## config.mk

```make
export PLATFORM = sky130hd
export DESIGN_NAME = sync_fifo_param
export DESIGN_NICKNAME = d
export VERILOG_FILES = /design/src/rtl/sync_fifo_param.sv
export SDC_FILE = /design/constraint.sdc
export NUM_CORES = 1
export LEC_CHECK = 0
export CORE_MARGIN = 4
export CORE_UTILIZATION = 55
export DETAILED_ROUTE_END_ITERATION = 10
export HOLD_SLACK_MARGIN = 0.02
export PLACE_DENSITY_LB_ADDON = 0.12
export SLEW_MARGIN = 20
export SYNTH_ARGS = -nofsm -noshare
export SYNTH_HDL_FRONTEND = slang
export SYNTH_SLANG_ARGS = --single-unit
```

## constraint.sdc

```tcl
create_clock -name clk -period 3.92 [get_ports clk]
set_input_delay 1.176 -clock clk [delete_from_list [all_inputs] [get_ports clk]]
set_output_delay 1.176 -clock clk [all_outputs]
set_load 0.02 [all_outputs]
```

## src/rtl/sync_fifo_param.sv

```systemverilog
// Single-clock parametrised FIFO with occupancy count, programmable
// almost-full/almost-empty thresholds, standard or first-word-fall-through
// read mode, and sticky overflow/underflow error flags.
module sync_fifo_param #(
    parameter int DATA_SIZE     = 8,
    parameter int ADDR_SIZE     = 4,
    parameter int FWFT          = 0,
    parameter int AFULL_THRESH  = (1 << ADDR_SIZE) - 2,
    parameter int AEMPTY_THRESH = 2
) (
    input  logic                 clk,
    input  logic                 rst,
    input  logic                 w_en,
    input  logic [DATA_SIZE-1:0] w_data,
    output logic                 w_full,
    output logic                 w_almost_full,
    input  logic                 r_en,
    output logic [DATA_SIZE-1:0] r_data,
    output logic                 r_empty,
    output logic                 r_almost_empty,
    output logic [ADDR_SIZE:0]   count,
    output logic                 overflow,
    output logic                 underflow,
    input  logic                 err_clr
);

    localparam int DEPTH = 1 << ADDR_SIZE;
    localparam logic [ADDR_SIZE:0] FULL_COUNT = (ADDR_SIZE+1)'(DEPTH);
    localparam logic [ADDR_SIZE:0] AFULL_LVL  = (ADDR_SIZE+1)'(AFULL_THRESH);
    localparam logic [ADDR_SIZE:0] AEMPTY_LVL = (ADDR_SIZE+1)'(AEMPTY_THRESH);
    localparam logic [ADDR_SIZE:0] PTR_ONE    = (ADDR_SIZE+1)'(1);

    // Threshold sanity: an out-of-range threshold would make a flag stuck.
    if (AFULL_THRESH < 1 || AFULL_THRESH > DEPTH) begin : g_bad_afull
        $fatal(1, "sync_fifo_param: AFULL_THRESH must be in 1..DEPTH");
    end
    if (AEMPTY_THRESH < 0 || AEMPTY_THRESH > DEPTH - 1) begin : g_bad_aempty
        $fatal(1, "sync_fifo_param: AEMPTY_THRESH must be in 0..DEPTH-1");
    end

    logic [DATA_SIZE-1:0] mem [DEPTH];

    logic [ADDR_SIZE:0]   wr_ptr_reg;
    logic [ADDR_SIZE:0]   rd_ptr_reg;
    logic [ADDR_SIZE:0]   count_reg;
    logic [ADDR_SIZE:0]   count_next;
    logic                 overflow_reg;
    logic                 underflow_reg;
    logic                 wr_ok;
    logic                 rd_ok;
    logic                 ptr_full;
    logic [ADDR_SIZE-1:0] wr_addr;
    logic [ADDR_SIZE-1:0] rd_addr;

    // Flags decode only from the registered count, never from w_en/r_en.
    assign w_full         = (count_reg == FULL_COUNT);
    assign r_empty        = (count_reg == '0);
    assign w_almost_full  = (count_reg >= AFULL_LVL);
    assign r_almost_empty = (count_reg <= AEMPTY_LVL);
    assign count          = count_reg;
    assign overflow       = overflow_reg;
    assign underflow      = underflow_reg;

    // Requests are ignored while reset is held so nothing lands in memory.
    assign wr_ok   = w_en && !w_full && !rst;
    assign rd_ok   = r_en && !r_empty && !rst;
    assign wr_addr = wr_ptr_reg[ADDR_SIZE-1:0];
    assign rd_addr = rd_ptr_reg[ADDR_SIZE-1:0];

    // Pointer-based full: same slot, opposite lap.
    assign ptr_full = (wr_ptr_reg[ADDR_SIZE] != rd_ptr_reg[ADDR_SIZE]) &&
                      (wr_addr == rd_addr);

    // Next occupancy: a simultaneous accepted write and read cancel out.
    always_comb begin
        count_next = count_reg;
        if (wr_ok && !rd_ok) begin
            count_next = count_reg + PTR_ONE;
        end else if (rd_ok && !wr_ok) begin
            count_next = count_reg - PTR_ONE;
        end
    end

    // Pointer and occupancy state.
    always_ff @(posedge clk) begin
        if (rst) begin
            wr_ptr_reg <= '0;
            rd_ptr_reg <= '0;
            count_reg  <= '0;
        end else begin
            if (wr_ok) begin
                wr_ptr_reg <= wr_ptr_reg + PTR_ONE;
            end
            if (rd_ok) begin
                rd_ptr_reg <= rd_ptr_reg + PTR_ONE;
            end
            count_reg <= count_next;
        end
    end

    // Sticky error flags; a new error in the clear cycle keeps the flag set.
    always_ff @(posedge clk) begin
        if (rst) begin
            overflow_reg  <= 1'b0;
            underflow_reg <= 1'b0;
        end else begin
            if (w_en && w_full) begin
                overflow_reg <= 1'b1;
            end else if (err_clr) begin
                overflow_reg <= 1'b0;
            end
            if (r_en && r_empty) begin
                underflow_reg <= 1'b1;
            end else if (err_clr) begin
                underflow_reg <= 1'b0;
            end
        end
    end

    // Storage write port; contents are deliberately left unreset.
    always_ff @(posedge clk) begin
        if (wr_ok) begin
            mem[wr_addr] <= w_data;
        end
    end

    if (FWFT != 0) begin : g_fwft
        // Head of the queue is presented directly; valid whenever not empty.
        assign r_data = mem[rd_addr];
    end else begin : g_std
        logic [DATA_SIZE-1:0] r_data_reg;

        // Registered read: data appears the cycle after an accepted read.
        always_ff @(posedge clk) begin
            if (rst) begin
                r_data_reg <= '0;
            end else if (rd_ok) begin
                r_data_reg <= mem[rd_addr];
            end
        end

        assign r_data = r_data_reg;
    end

    // Pointer wrap bookkeeping must always agree with the occupancy counter.
    always_ff @(posedge clk) begin
        if (!rst) begin
            assert (ptr_full == w_full);
            assert ((wr_ptr_reg - rd_ptr_reg) == count_reg);
        end
    end

endmodule

```

==> impl_metrics.yaml, run 1 <==
yosys:
  async_flop_share: 0
  postSynthCellCount: 381
  synth_area_leaders: "edfxtp_1 (63%), dfxtp_1 (7.6%), mux2i_1 (7.6%)"
  synth-edff-count: 128
  synth_top_cell_area_share: 0.6314
  ys_top_cells_by_count: "edfxtp_1 (128), mux2i_1 (46), nor2_1 (34)"
  synth_nets: 404
  yosysSeqAreaShare: 0.7071
  ys.flop_type: "edfxtp_1"
  synth_cell_types: 43
  avgSynthCellArea_um2: 15.98
  synth_top_cell_by_area: "edfxtp_1"
  ys_ff_latch: 151
  synth_area_mm2: 0.006087
  synth.most_common_cell: "edfxtp_1"
  ys_warn_count: 0
clocking:
  cts-buffers-inserted: 17
  cts_root_buffer: "clkbuf_8"
  cts_tree: "built"
  cts-resized-gates: 0
  post-cts-setup-buffer-count: 0
  max-clock-path-buffers: 2
  ctsHtreeMaxLevel: 4
  cts_num_sinks: 151
  clkTransAtPathRegs_ps: 70
  hold_buffers: 0
  clock_latency_ps: 530
routing:
  ant_nets: 0
  drt-pass1-iter-count: 4
  routed_wl_um: 12150
  viasPerCell: 5.739
  drc: 0
  vias: 3369
  first_iter_violations: 368
  wl_per_cell_um: 20.69
cells_and_area:
  num-fill-cells: 767
  layout-drive-gt1-share: 0.1633
  fin_nets: 457
  largest_register_ffs: 128
  syn_to_final_growth_pct: 18.07
  num_antenna_cells: 0
worst_setup_path:
  reg2reg_depth: 10
  crit_type: "reg -> out"
  critPathLaunchType: "flop"
  critical_path_arrival_ps: 2250
  r2r_start: "count[0]$_SDFFE_PP0P_"
  endpoint_kind: "primary output"
  cp.required_ps: 2740
  reg2reg_to: "count[4]$_SDFFE_PP0P_"
  cp_max_fo: 7
  r2r_setup_slack_ps: 970
timing:
  finalSetupViolCount: 0
  slew_headroom: 0.3305
  finalCritPeriodShare: 0.8732
  period_needed_ps: 3423
  rsz0062_at_grt: "no"
  fmax_ghz: 0.2922
  slew_violations: 0
  layout_setup_ws_ps: 497.2
  setup_tns_ps: 0
  tightest_slew_ps: 979.0
  clock_skew_ps: 8.574
  hold_violations: 0
power:
  power.density_mw_per_mm2: 617.8
  peakVddDrop_mv: 0.3580
  leakage_uw: 0.002324
grt:
  antenna_found_initial: 0
  grt-busiest-layer: "met2"
  grt_pass1_vias: 3435
  grt_start_max_net_pins: 31
  grt_pass1_wl_um: 19420
  grt.met1_usage: 0.2811
  grt_use_met2: 0.3195
  grt_use_total: 0.2059
  overflow: 0
  grtUsageMet3: 0.05722
die:
  row_count: 38
  design.die.area_mm2: 0.01281
  die_h_um: 113.2
  die_w_um: 113.2
  start_util: 0.5615
  pin_count: 32
  core_area_mm2: 0.01084
hold_path:
  min_path_type: "reg -> reg"
  hold_path_startpoint: "r_data[6]$_SDFFE_PP0P_"
  whs_endpoint: "r_data[6]$_SDFFE_PP0P_"
  whs_path_depth: 2
placed_design:
  port_buffers: 31
  hpwl_um: 8227
  dp_slack_ps: 145.2
  place_congestion: 0.8110
status:
  outcome: "completed"
run:
  timing.max_cap.violations: 0
[critical path: stages (launching register included)]
cell             delay (ps)
dfxtp_1                 390
or3_1                   500
nor2_1                  200
clkdlybuf4s50_1         630
[worst max-delay path by stage]
stage / startpoint / end / slack [ps] / cells past startpoint
after global routing: count[0]$_SDFFE_PP0P_ / w_full / 370 / 3
after CTS: count[0]$_SDFFE_PP0P_ / r_empty / 460 / 3
after floorplan: rst / count[4]$_SDFFE_PP0P_ / 490 / 9
after global placement: w_en / count[4]$_SDFFE_PP0P_ / 200 / 10
final: count[0]$_SDFFE_PP0P_ / r_empty / 500 / 3
after detailed placement: w_en / count[4]$_SDFFE_PP0P_ / 150 / 10
[stage by stage]
stage                     hold WS, ps  cells  cell area, um2  utilization  total power, uW
after floorplan                 539.8    381            6087            -             2649
after global placement          503.8    555            6641       0.6127             2982
after detailed placement        513.8    555            6641       0.6127             3006
after CTS                       527.7    587            7187       0.6630             4485
after global routing            557.3    587            7187       0.6630             4659
final                           523.3    587            7187       0.6630             4440
[cell usage in the layout, fill, tap and decap left out, types with 2 or more instances in the layout]
master and count:
o21ai_0 7, edfxtp_1 128, a31oi_1 4, o211ai_1 2
inv_6 3, nor2_1 34, nand2b_1 3, a21o_1 2
a211oi_1 4, or3_1 2, dfxtp_1 22, mux2i_1 46
mux4_2 11, xor2_1 5, a22oi_1 3, nor2b_1 6
buf_4 25, nor3_1 5, xnor2_1 4, ha_1 9
nand2_1 5, clkinv_4 2, nand3_1 3, clkdlybuf4s50_1 31
clkinvlp_4 6, a2111oi_0 4, a21oi_1 9, o22ai_1 20
inv_1 5, clkbuf_16 16
[report_power, final]
| group | total [uW] | switching [uW] | leakage [uW] | internal [uW] |
|---|---|---|---|---|
| combinational | 1010 | 544 | 0.000734 | 465 |
| sequential | 1960 | 114 | 0.00134 | 1840 |
| clock | 1470 | 630 | 0.000248 | 844 |
| total | 4440 | 1290 | 0.00232 | 3150 |
[per-layer routing]
| metal | share of wire | up-vias | routed length, um |
|---|---|---|---|
| met5 | 0 | - | 0 |
| met4 | 0.018 | 0 | 213 |
| met3 | 0.073 | 16 | 883 |
| met2 | 0.48 | 102 | 5807 |
| met1 | 0.43 | 1661 | 5240 |
| li1 | - | 1590 | - |
[cells by family after synthesis]
group           share of synthesized area
mux                                0.1182
compound gates                    0.06721
fa+ha+maj                         0.02179
flops                              0.7071
simple gates                      0.04995
xor+xnor                          0.01295
buf+inv                           0.02282
[final cells by class]
type	count	area (um2)	share of cell area
Multi-Input combinational cell	203	1644	0.2288
Tap cell	140	175.2	0.02437
Clock inverter	14	127.6	0.01776
Clock buffer	18	417.9	0.05815
Sequential cell	151	4305	0.5991
Timing Repair Buffer	56	498.0	0.06929
Inverter	5	18.77	0.002611
No activity file was read; power rests on OpenSTA's default activity.
==> run 2, diff against run 1 <==
--- a/config.mk
+++ b/config.mk
@@ -5,11 +5,11 @@
 export SDC_FILE = /design/constraint.sdc
 export NUM_CORES = 1
 export LEC_CHECK = 0
-export CORE_MARGIN = 4
+export CORE_MARGIN = 2
 export CORE_UTILIZATION = 55
 export DETAILED_ROUTE_END_ITERATION = 10
 export HOLD_SLACK_MARGIN = 0.02
-export PLACE_DENSITY_LB_ADDON = 0.12
+export PLACE_DENSITY = 0.72
 export SLEW_MARGIN = 20
 export SYNTH_ARGS = -nofsm -noshare
 export SYNTH_HDL_FRONTEND = slang
==> run 2 against run 1 <==
Effect of this change: global-route usage rose by 1.3 points; die area fell by 6.9%; final area fell by 0.28%; worst hold slack improved by 5.4 ps; maximum frequency rose by 0.21%.
==> impl_metrics.yaml, run 2 (synthesis gave the netlist of run 1 again) <==
clocking:
  cts_root_buffer: "clkbuf_8"
  clkTransAtPathRegs_ps: 60
  cts_tree: "built"
  cts-buffers-inserted: 17
  hold_buffers: 0
  cts_num_sinks: 151
  ctsHtreeMaxLevel: 4
  max-clock-path-buffers: 2
  post-cts-setup-buffer-count: 0
  clock_latency_ps: 520
  cts-resized-gates: 0
cells_and_area:
  num-fill-cells: 777
  fin_util: 0.6611
  fin_nets: 456
  largest_register_ffs: 128
  num_antenna_cells: 0
  layout-drive-gt1-share: 0.1570
  multi_input_area_mm2: 0.001644
  syn_to_final_growth_pct: 17.74
  final_cell_mix: "edfxtp_1 (128), mux2i_1 (46), nor2_1 (34), clkdlybuf4s50_1 (31), buf_4 (23)"
  layout_commonest_cell: "edfxtp_1"
  seqCellArea_mm2: 0.004305
timing:
  fmax_ghz: 0.2928
  tightest_slew_ps: 606.7
  finalSetupViolCount: 0
  slew_violations: 0
  layout_setup_ws_ps: 504.5
  hold_violations: 0
  period_needed_ps: 3416
  rsz0062_at_grt: "no"
  setup_tns_ps: 0
  clock_skew_ps: 7.305
  slew_headroom: 0.5851
  finalCritPeriodShare: 0.8713
placed_design:
  port_buffers: 31
  place_congestion: 0.7854
  dp_slack_ps: 116.6
  hpwl_um: 7958
worst_setup_path:
  cp.required_ps: 2740
  crit_type: "reg -> out"
  critical_path_arrival_ps: 2240
  cp_max_fo: 7
  critPathLaunchType: "flop"
  endpoint_kind: "primary output"
grt:
  overflow: 0
  grt_start_max_net_pins: 32
  grt_use_total: 0.2185
  grt_pass1_wl_um: 18540
  grt_pass1_vias: 3301
  antenna_found_initial: 0
die:
  row_count: 38
  pin_count: 32
  core_area_mm2: 0.01084
  design.die.area_mm2: 0.01192
  die_h_um: 109.2
  start_util: 0.5615
  die_w_um: 109.2
routing:
  first_iter_violations: 236
  drc: 0
  wl_per_cell_um: 20.16
  drt-pass1-iter-count: 6
  ant_nets: 0
  routed_wl_um: 11820
  vias: 3383
  viasPerCell: 5.773
status:
  outcome: "completed"
power:
  power.density_mw_per_mm2: 612.2
  peakVddDrop_mv: 0.3704
  leakage_uw: 0.002308
hold_path:
  min_path_type: "reg -> reg"
run:
  timing.max_cap.violations: 0
[run 2: per-stage QoR]
stage | power (uW) | area, um2 | hold slack, ps | instances
global placement | 2973 | 6646 | 504.7 | 554
finish | 4388 | 7167 | 528.7 | 586
detailed placement | 3000 | 6646 | 524.6 | 554
floorplan | 2649 | 6087 | 539.8 | 381
CTS | 4407 | 7167 | 535.6 | 586
global route | 4583 | 7167 | 565.2 | 586
[run 2: final timing paths]
path | cells past startpoint | slack, ps | startpoint | end
min | 2 | 530 | r_data[6]$_SDFFE_PP0P_ | r_data[6]$_SDFFE_PP0P_
max | 3 | 500 | count[0]$_SDFFE_PP0P_ | r_empty
min reg2reg | 2 | 530 | r_data[6]$_SDFFE_PP0P_ | r_data[6]$_SDFFE_PP0P_
max reg2reg | 10 | 980 | count[0]$_SDFFE_PP0P_ | count[4]$_SDFFE_PP0P_
[run 2: where the power goes]
group	internal [uW]	switching (uW)
logic	465	544
registers	1840	115
clock network	785	636
[run 2: final cells by class]
type                    count  area share
clock buffers              20     0.05936
clock inverters            12     0.01327
inverters                   5    0.002619
multi-input cells         203      0.2294
flip-flops and latches    151      0.6007
well taps                 140     0.02444
repair buffers             55     0.07018
[run 2: metal layers]
layer,GRT usage,up-vias,wire (um)
met1,0.3154,1697,5283
met3,0.05798,11,759
met5,0,-,0
met4,0.06058,0,133
li1,-,1586,-
met2,0.3323,89,5638
[run 2: critical path, stage by stage (launching register included)]
cell,delay [ps]
dfxtp_1,390
or3_1,500
nor2_1,190
clkdlybuf4s50_1,630
